==> src/rtl/elevator_pkg.sv <==
// Shared encodings and types for the elevator call panel.
package elevator_pkg;
  localparam logic [1:0] MODE_ADD    = 2'b00;
  localparam logic [1:0] MODE_LIST   = 2'b01;
  localparam logic [1:0] MODE_CANCEL = 2'b10;
  localparam logic [1:0] MODE_RUN    = 2'b11;

  localparam int CMD_FLOOR_W = 4;
  localparam logic [CMD_FLOOR_W-1:0] FLOOR_NONE = '0;
  // Controller pool holds at most 8 entries.
  localparam logic [3:0] LIST_MAX = 4'd8;

  typedef enum logic [1:0] {ST_IDLE, ST_ISSUE, ST_LIST} state_t;

  typedef struct packed {
    logic [1:0]             op;
    logic [CMD_FLOOR_W-1:0] floor;
  } cmd_t;
endpackage

==> src/rtl/cmd_fifo.sv <==
// Small command FIFO; push while full is accepted when a pop frees a slot the same edge.
module cmd_fifo #(
  parameter int DEPTH = 4,
  parameter int W     = 6
) (
  input  logic         gclk,
  input  logic         grst_n,
  input  logic         push,
  input  logic         pop,
  input  logic [W-1:0] din,
  output logic [W-1:0] dout,
  output logic         full,
  output logic         empty
);
  localparam int AW = $clog2(DEPTH);

  logic [W-1:0] mem [DEPTH];
  logic [AW:0]  wr_ptr, rd_ptr;
  logic         do_push, do_pop;

  // Extra pointer bit distinguishes full from empty.
  assign empty   = (wr_ptr == rd_ptr);
  assign full    = (wr_ptr[AW] != rd_ptr[AW]) && (wr_ptr[AW-1:0] == rd_ptr[AW-1:0]);
  assign do_pop  = pop && !empty;
  assign do_push = push && (!full || do_pop);
  assign dout    = mem[rd_ptr[AW-1:0]];

  always_ff @(posedge gclk or negedge grst_n) begin
    if (!grst_n) begin
      wr_ptr <= '0;
      rd_ptr <= '0;
    end else begin
      if (do_push) wr_ptr <= wr_ptr + 1'b1;
      if (do_pop)  rd_ptr <= rd_ptr + 1'b1;
    end
  end

  always_ff @(posedge gclk) begin
    if (do_push) mem[wr_ptr[AW-1:0]] <= din;
  end
endmodule

==> src/rtl/elevator_call_panel.sv <==
// Queues front-end commands and replays them as timed mode/request strobes to the controller.
module elevator_call_panel
  import elevator_pkg::*;
#(
  parameter int DEPTH   = 4,
  parameter int FLOOR_W = CMD_FLOOR_W
) (
  input  logic               CLK,
  input  logic               RST_N,
  input  logic               cmd_valid,
  input  logic [1:0]         cmd_op,
  input  logic [FLOOR_W-1:0] cmd_floor,
  output logic               cmd_ready,
  output logic               cmd_err,
  output logic [1:0]         mode,
  output logic [FLOOR_W-1:0] request,
  input  logic               elev_state,
  input  logic               elev_listBusy,
  input  logic [FLOOR_W-1:0] elev_listingLeds,
  output logic               list_valid,
  output logic [FLOOR_W-1:0] list_data,
  output logic               list_done,
  output logic [3:0]         list_count,
  output logic               busy
);
  state_t             state_q, state_d;
  cmd_t               push_cmd, head;
  logic               fifo_full, fifo_empty;
  logic               accept, floor_bad, push, pop;
  logic [1:0]         cmd_q_op;
  logic [FLOOR_W-1:0] cmd_q_floor;
  logic               first_cycle;
  logic [3:0]         list_cnt;

  assign push_cmd.op    = cmd_op;
  assign push_cmd.floor = cmd_floor;

  assign accept    = cmd_valid && cmd_ready;
  assign floor_bad = ((cmd_op == MODE_ADD) || (cmd_op == MODE_CANCEL)) && (cmd_floor == FLOOR_NONE);
  assign push      = accept && !floor_bad;
  // Controller only accepts commands while its cars are parked.
  assign pop       = (state_q == ST_IDLE) && !fifo_empty && !elev_state;

  assign cmd_ready = !fifo_full;
  assign busy      = (state_q != ST_IDLE) || !fifo_empty;

  cmd_fifo #(.DEPTH(DEPTH), .W($bits(cmd_t))) u_fifo (
    .gclk   (CLK),
    .grst_n (RST_N),
    .push   (push),
    .pop    (pop),
    .din    (push_cmd),
    .dout   (head),
    .full   (fifo_full),
    .empty  (fifo_empty)
  );

  always_ff @(posedge CLK or negedge RST_N) begin
    if (!RST_N) state_q <= ST_IDLE;
    else        state_q <= state_d;
  end

  always_comb begin
    state_d = state_q;
    mode    = MODE_ADD;
    request = '0;
    case (state_q)
      ST_IDLE: begin
        if (pop) state_d = (head.op == MODE_LIST) ? ST_LIST : ST_ISSUE;
      end
      ST_ISSUE: begin
        mode    = cmd_q_op;
        request = (cmd_q_op == MODE_RUN) ? '0 : cmd_q_floor;
        state_d = ST_IDLE;
      end
      ST_LIST: begin
        // Dropping to NOOP once listBusy falls keeps the controller from restarting its cursor.
        if (first_cycle || elev_listBusy) mode = MODE_LIST;
        if (!first_cycle && !elev_listBusy) state_d = ST_IDLE;
      end
      default: state_d = ST_IDLE;
    endcase
  end

  always_ff @(posedge CLK or negedge RST_N) begin
    if (!RST_N) begin
      cmd_q_op    <= MODE_ADD;
      cmd_q_floor <= '0;
      first_cycle <= 1'b0;
      list_cnt    <= '0;
      cmd_err     <= 1'b0;
      list_valid  <= 1'b0;
      list_data   <= '0;
      list_done   <= 1'b0;
      list_count  <= '0;
    end else begin
      cmd_err    <= accept && floor_bad;
      list_valid <= 1'b0;
      list_done  <= 1'b0;
      if (pop) begin
        cmd_q_op    <= head.op;
        cmd_q_floor <= head.floor;
        first_cycle <= (head.op == MODE_LIST);
        list_cnt    <= '0;
      end
      if (state_q == ST_LIST) begin
        if (first_cycle) begin
          first_cycle <= 1'b0;
        end else if (elev_listBusy) begin
          list_valid <= 1'b1;
          list_data  <= elev_listingLeds;
          if (list_cnt != LIST_MAX) list_cnt <= list_cnt + 1'b1;
        end else begin
          list_done  <= 1'b1;
          list_count <= list_cnt;
        end
      end
    end
  end
endmodule
==> config.mk <==
export PLATFORM = sky130hd
export DESIGN_NAME = elevator_call_panel
export DESIGN_NICKNAME = d
export VERILOG_FILES = /design/src/rtl/elevator_pkg.sv /design/src/rtl/cmd_fifo.sv /design/src/rtl/elevator_call_panel.sv
export SDC_FILE = /design/constraint.sdc
export NUM_CORES = 1
export LEC_CHECK = 0
export BUFFER_PORTS_ARGS = -buffer_cell sky130_fd_sc_hd__buf_2
export CORE_UTILIZATION = 45
export DETAILED_ROUTE_END_ITERATION = 8
export PLACE_DENSITY = 0.74
export SLEW_MARGIN = 25
export SYNTH_ARGS = -nofsm -noshare
export SYNTH_HDL_FRONTEND = slang
export SYNTH_SLANG_ARGS = --single-unit
==> constraint.sdc <==
create_clock -name CLK -period 4.4 [get_ports CLK]
set_clock_uncertainty 0.1 [all_clocks]
set_input_delay 0.22 -clock CLK [delete_from_list [all_inputs] [get_ports CLK]]
set_output_delay 0.22 -clock CLK [all_outputs]
set_load 0.01 [all_outputs]
==> flow_summary.yaml <==
run_status:
  run_status: "completed"
clock_network:
  path_clk_slew_ns: 0.10
  cts_max_path_buffers: 2
  clk-insertion-delay-late_ns: 0.31
  clock_sinks: 54
  clk_root_buffer_cell: "sky130_fd_sc_hd__clkbuf_8"
  h_tree_depth: 2
  clock_tree_from_tritoncts: "done"
  num_cts_buffers: 5
  cts.repair_timing.setup_buffer_count: 0
sta:
  worst_slack_ns: 2.382
  worst_slew_margin_rel: 0.5618
  achievable-frequency_mhz: 495.5
  tns_ns: 0
  timing.final.crit_period_ns: 2.018
  timing_hold_violations_final: 0
  timing_worst_slew_pin_value_ns: 0.6572
  number_of_endpoints_failing_setup_at_the_final_stage: 0
  grt_setup_unrepaired: "false"
  final.period_utilization: 0.4587
  timing.final.max_slew_violations: 0
route:
  drt_drc_violations_left: 0
  drt-pass1-iter-count: 4
  detailedRoute.firstIterationViolations: 59
  wl_per_cell_um: 14.29
  wl_mm: 4.172
  drt.antenna.violating_nets: 0
  drt-vias-per-instance: 5.003
  detailroute.via_count: 1461
finish:
  multi_input_area_sq_um: 924.6
  insertedDiodeCount: 0
  synthToLayoutAreaGrowth_pct: 15.56
  total_of_fill_cells_in_the_finished_design: 439
  final_net_count: 246
  drive_gt1_frac: 0.2703
  ff_latch_area_sq_um: 1471
  fin_util: 0.5496
floorplanning:
  dieHeight_um: 75.94
  core_sq_um: 5172
  rows: 26
  initial_utilization: 0.4756
  fp.dieArea_sq_um: 5766
  die_w_um: 75.94
  top_level_ports: 34
placement:
  dp_hpwl_mm: 3.052
  gp_routability_congestion: 0.7726
  port_buffers: 33
  dpl_worst_slack_ns: 2.412
grt:
  grtUsageMet3: 0.03735
  gr-max-usage-layer: "met2"
  number_of_antenna_violations_at_the_first_check_in_global_routing: 0
  grt_overflow: 0
  groute.layer.met1.usage: 0.2019
  grt_use_met2: 0.2655
  groute.usage.overall: 0.1612
  first_global_vias: 1490
  grt_max_degree: 31
  global_route_wire_length_before_repair_mm: 7.065
setup_path:
  worst-setup-path-type: "reg2reg"
  worstSetupPathDepth: 6
  timing.critical_path.to: "list_cnt[3]$_DFF_PN0_"
  cp_num_buf_inv: 1
  critical_path.endpoint_type: "flop"
  setup.reg_to_reg.worst_slack_ns: 2.38
  cp.arrival_ns: 2.12
  slowest_library_cell_on_the_worst_path: "sky130_fd_sc_hd__dfrtp_1"
  worstReg2RegStart: "state_q[0]$_DFFE_PN0P_"
  crit_chain: "inv_1, ha_1, nand3b_2, a31oi_1, mux2_2, a21o_1"
  critical_path.max_fanout: 8
  worst_path_dominant_cell_family: "compound AO/OA/AOI/OAI gates"
  worst_ep_required_time_ns: 4.50
  worst_r2r_endpoint: "list_cnt[3]$_DFF_PN0_"
  crit_start: "state_q[0]$_DFFE_PN0P_"
  crit_path_max_incr_delay_ns: 0.41
  start_kind: "flop"
  ff2ff_path_depth: 6
yosys:
  synth_top_cell_by_area: "sky130_fd_sc_hd__dfrtp_1"
  synth.yosys.warnings: 0
  number_of_enable_flip_flop_cells_after_synthesis: 24
  netlist_instances: 179
  synthTopCellsByCount: "sky130_fd_sc_hd__nand2_1, sky130_fd_sc_hd__dfrtp_1, sky130_fd_sc_hd__edfxtp_1"
  synth.top_cells.by_area: "sky130_fd_sc_hd__dfrtp_1, sky130_fd_sc_hd__edfxtp_1, sky130_fd_sc_hd__nand2_1, sky130_fd_sc_hd__ha_1, sky130_fd_sc_hd__mux4_1"
  yosysTopAreaCellShare: 0.3052
  postSynthRegisterBits: 54
  yosysUniqueCellTypes: 40
  postSynthNetCount: 204
  post_synth.cell_area_avg_sq_um: 13.74
  async_reset_ff_frac: 0.5556
  yosys.cell_count.top_type: "sky130_fd_sc_hd__nand2_1"
  yosysSeqAreaShare: 0.5982
  postSynth.topFlopCell: "sky130_fd_sc_hd__dfrtp_1"
  syn-cell-area_sq_um: 2460
pwr:
  share_seq_of_total_power: 0.458
  power.internal_mw: 1.133
  vdd_drop_max_mv: 0.3796
  switching_power_mw: 0.6201
  cellLeakagePower_nw: 1.271
  share_clk_of_total_power: 0.190
  power_density_nw_per_um2: 616.5
  switching_part_of_the_total: 0.3538
  combPwrFrac: 0.353
min_path:
  min_path_type: "in2reg"
run:
  drv.max_cap_violation_count: 0
worst min path at each step:
| stage | from | to | cells past startpoint |
|---|---|---|---|
| after floorplan | RST_N | cmd_err$_DFF_PN0_ | 0 |
| after global placement | RST_N | list_data[1]$_DFFE_PN0P_ | 1 |
| after detailed placement | RST_N | list_count[1]$_DFFE_PN0P_ | 1 |
| after CTS | cmd_op[1] | u_fifo.mem[0][5]$_DFFE_PP_ | 1 |
| after global routing | cmd_op[1] | u_fifo.mem[0][5]$_DFFE_PP_ | 1 |
| final | cmd_op[1] | u_fifo.mem[0][5]$_DFFE_PP_ | 1 |
final cells by class:
type / count / area share
inverter: 8 / 0.01056
clock inverter: 3 / 0.01585
clock buffer: 5 / 0.02421
sequential: 54 / 0.5176
timing repair buffer: 38 / 0.07570
tap: 70 / 0.03081
multi-input combinational: 114 / 0.3253
flip-flops by register name, summed over array words and instances, names as in the netlist:
register and cells:
u_fifo.mem 24, cmd_q_floor 4, list_cnt 4, list_count 4, list_data 4, u_fifo.rd_ptr 3, u_fifo.wr_ptr 3, cmd_q_op 2
state_q 2, cmd_err 1, first_cycle 1, list_done 1, list_valid 1
cell families (layout without fill, tap and decap cells):
logic type,after synthesis,count (layout),synth area share
adders and majority gates,10,10,0.05086
AOI/OAI and AO/OA,18,18,0.06460
xor gates and xnor gates,10,10,0.04934
muxes,11,11,0.08392
and+or+nand+nor,65,65,0.1272
DFF,54,54,0.5982
buffers and inverters,11,54,0.02594
metal layers:
| layer | wire (um) | up-vias | part of all wire |
|---|---|---|---|
| li1 | - | 717 | - |
| met1 | 1920 | 692 | 0.46 |
| met2 | 1956 | 44 | 0.47 |
| met3 | 212 | 8 | 0.051 |
| met4 | 83 | 0 | 0.020 |
| met5 | 0 | - | 0 |
metrics by stage:
step           instances  total power [mW]  area (sq um)  hold slack (ns)
2_1_floorplan        179             1.294          2460          -0.1756
3_3_place_gp         279             1.416          2679           0.1892
3_5_place_dp         279             1.437          2679           0.1996
4_1_cts              292             1.776          2843          0.01870
5_1_grt              292             1.883          2843          0.02945
6_report             292             1.753          2843          0.02765
layout by cell type, fill, tap and decap left out, types with 4 or more instances in the layout:
cell type	Yosys	routed
sky130_fd_sc_hd__mux2_2	5	5
sky130_fd_sc_hd__inv_1	7	7
sky130_fd_sc_hd__clkbuf_8	0	5
sky130_fd_sc_hd__ha_1	10	10
sky130_fd_sc_hd__buf_2	0	33
sky130_fd_sc_hd__mux4_1	4	4
sky130_fd_sc_hd__dfrtp_1	30	30
sky130_fd_sc_hd__nand2_1	41	41
sky130_fd_sc_hd__edfxtp_1	24	24
sky130_fd_sc_hd__dlygate4sd3_1	0	5
sky130_fd_sc_hd__xnor2_1	6	6
sky130_fd_sc_hd__and2_1	5	5
power groups by stage:
stage	clock (mW)	sequential, mW	combinational (mW)
after floorplan	0	0.769	0.525
after global placement	0	0.810	0.606
after detailed placement	0	0.815	0.621
after CTS	0.343	0.805	0.628
after global routing	0.363	0.825	0.695
final	0.332	0.802	0.618
what timing repair did:
item | in CTS | in global routing
endpoints found under the hold margin | 34 | 0
gates resized for setup | 0 | 0
hold buffers | 5 | 0
Power figures use the tool's default switching activity.
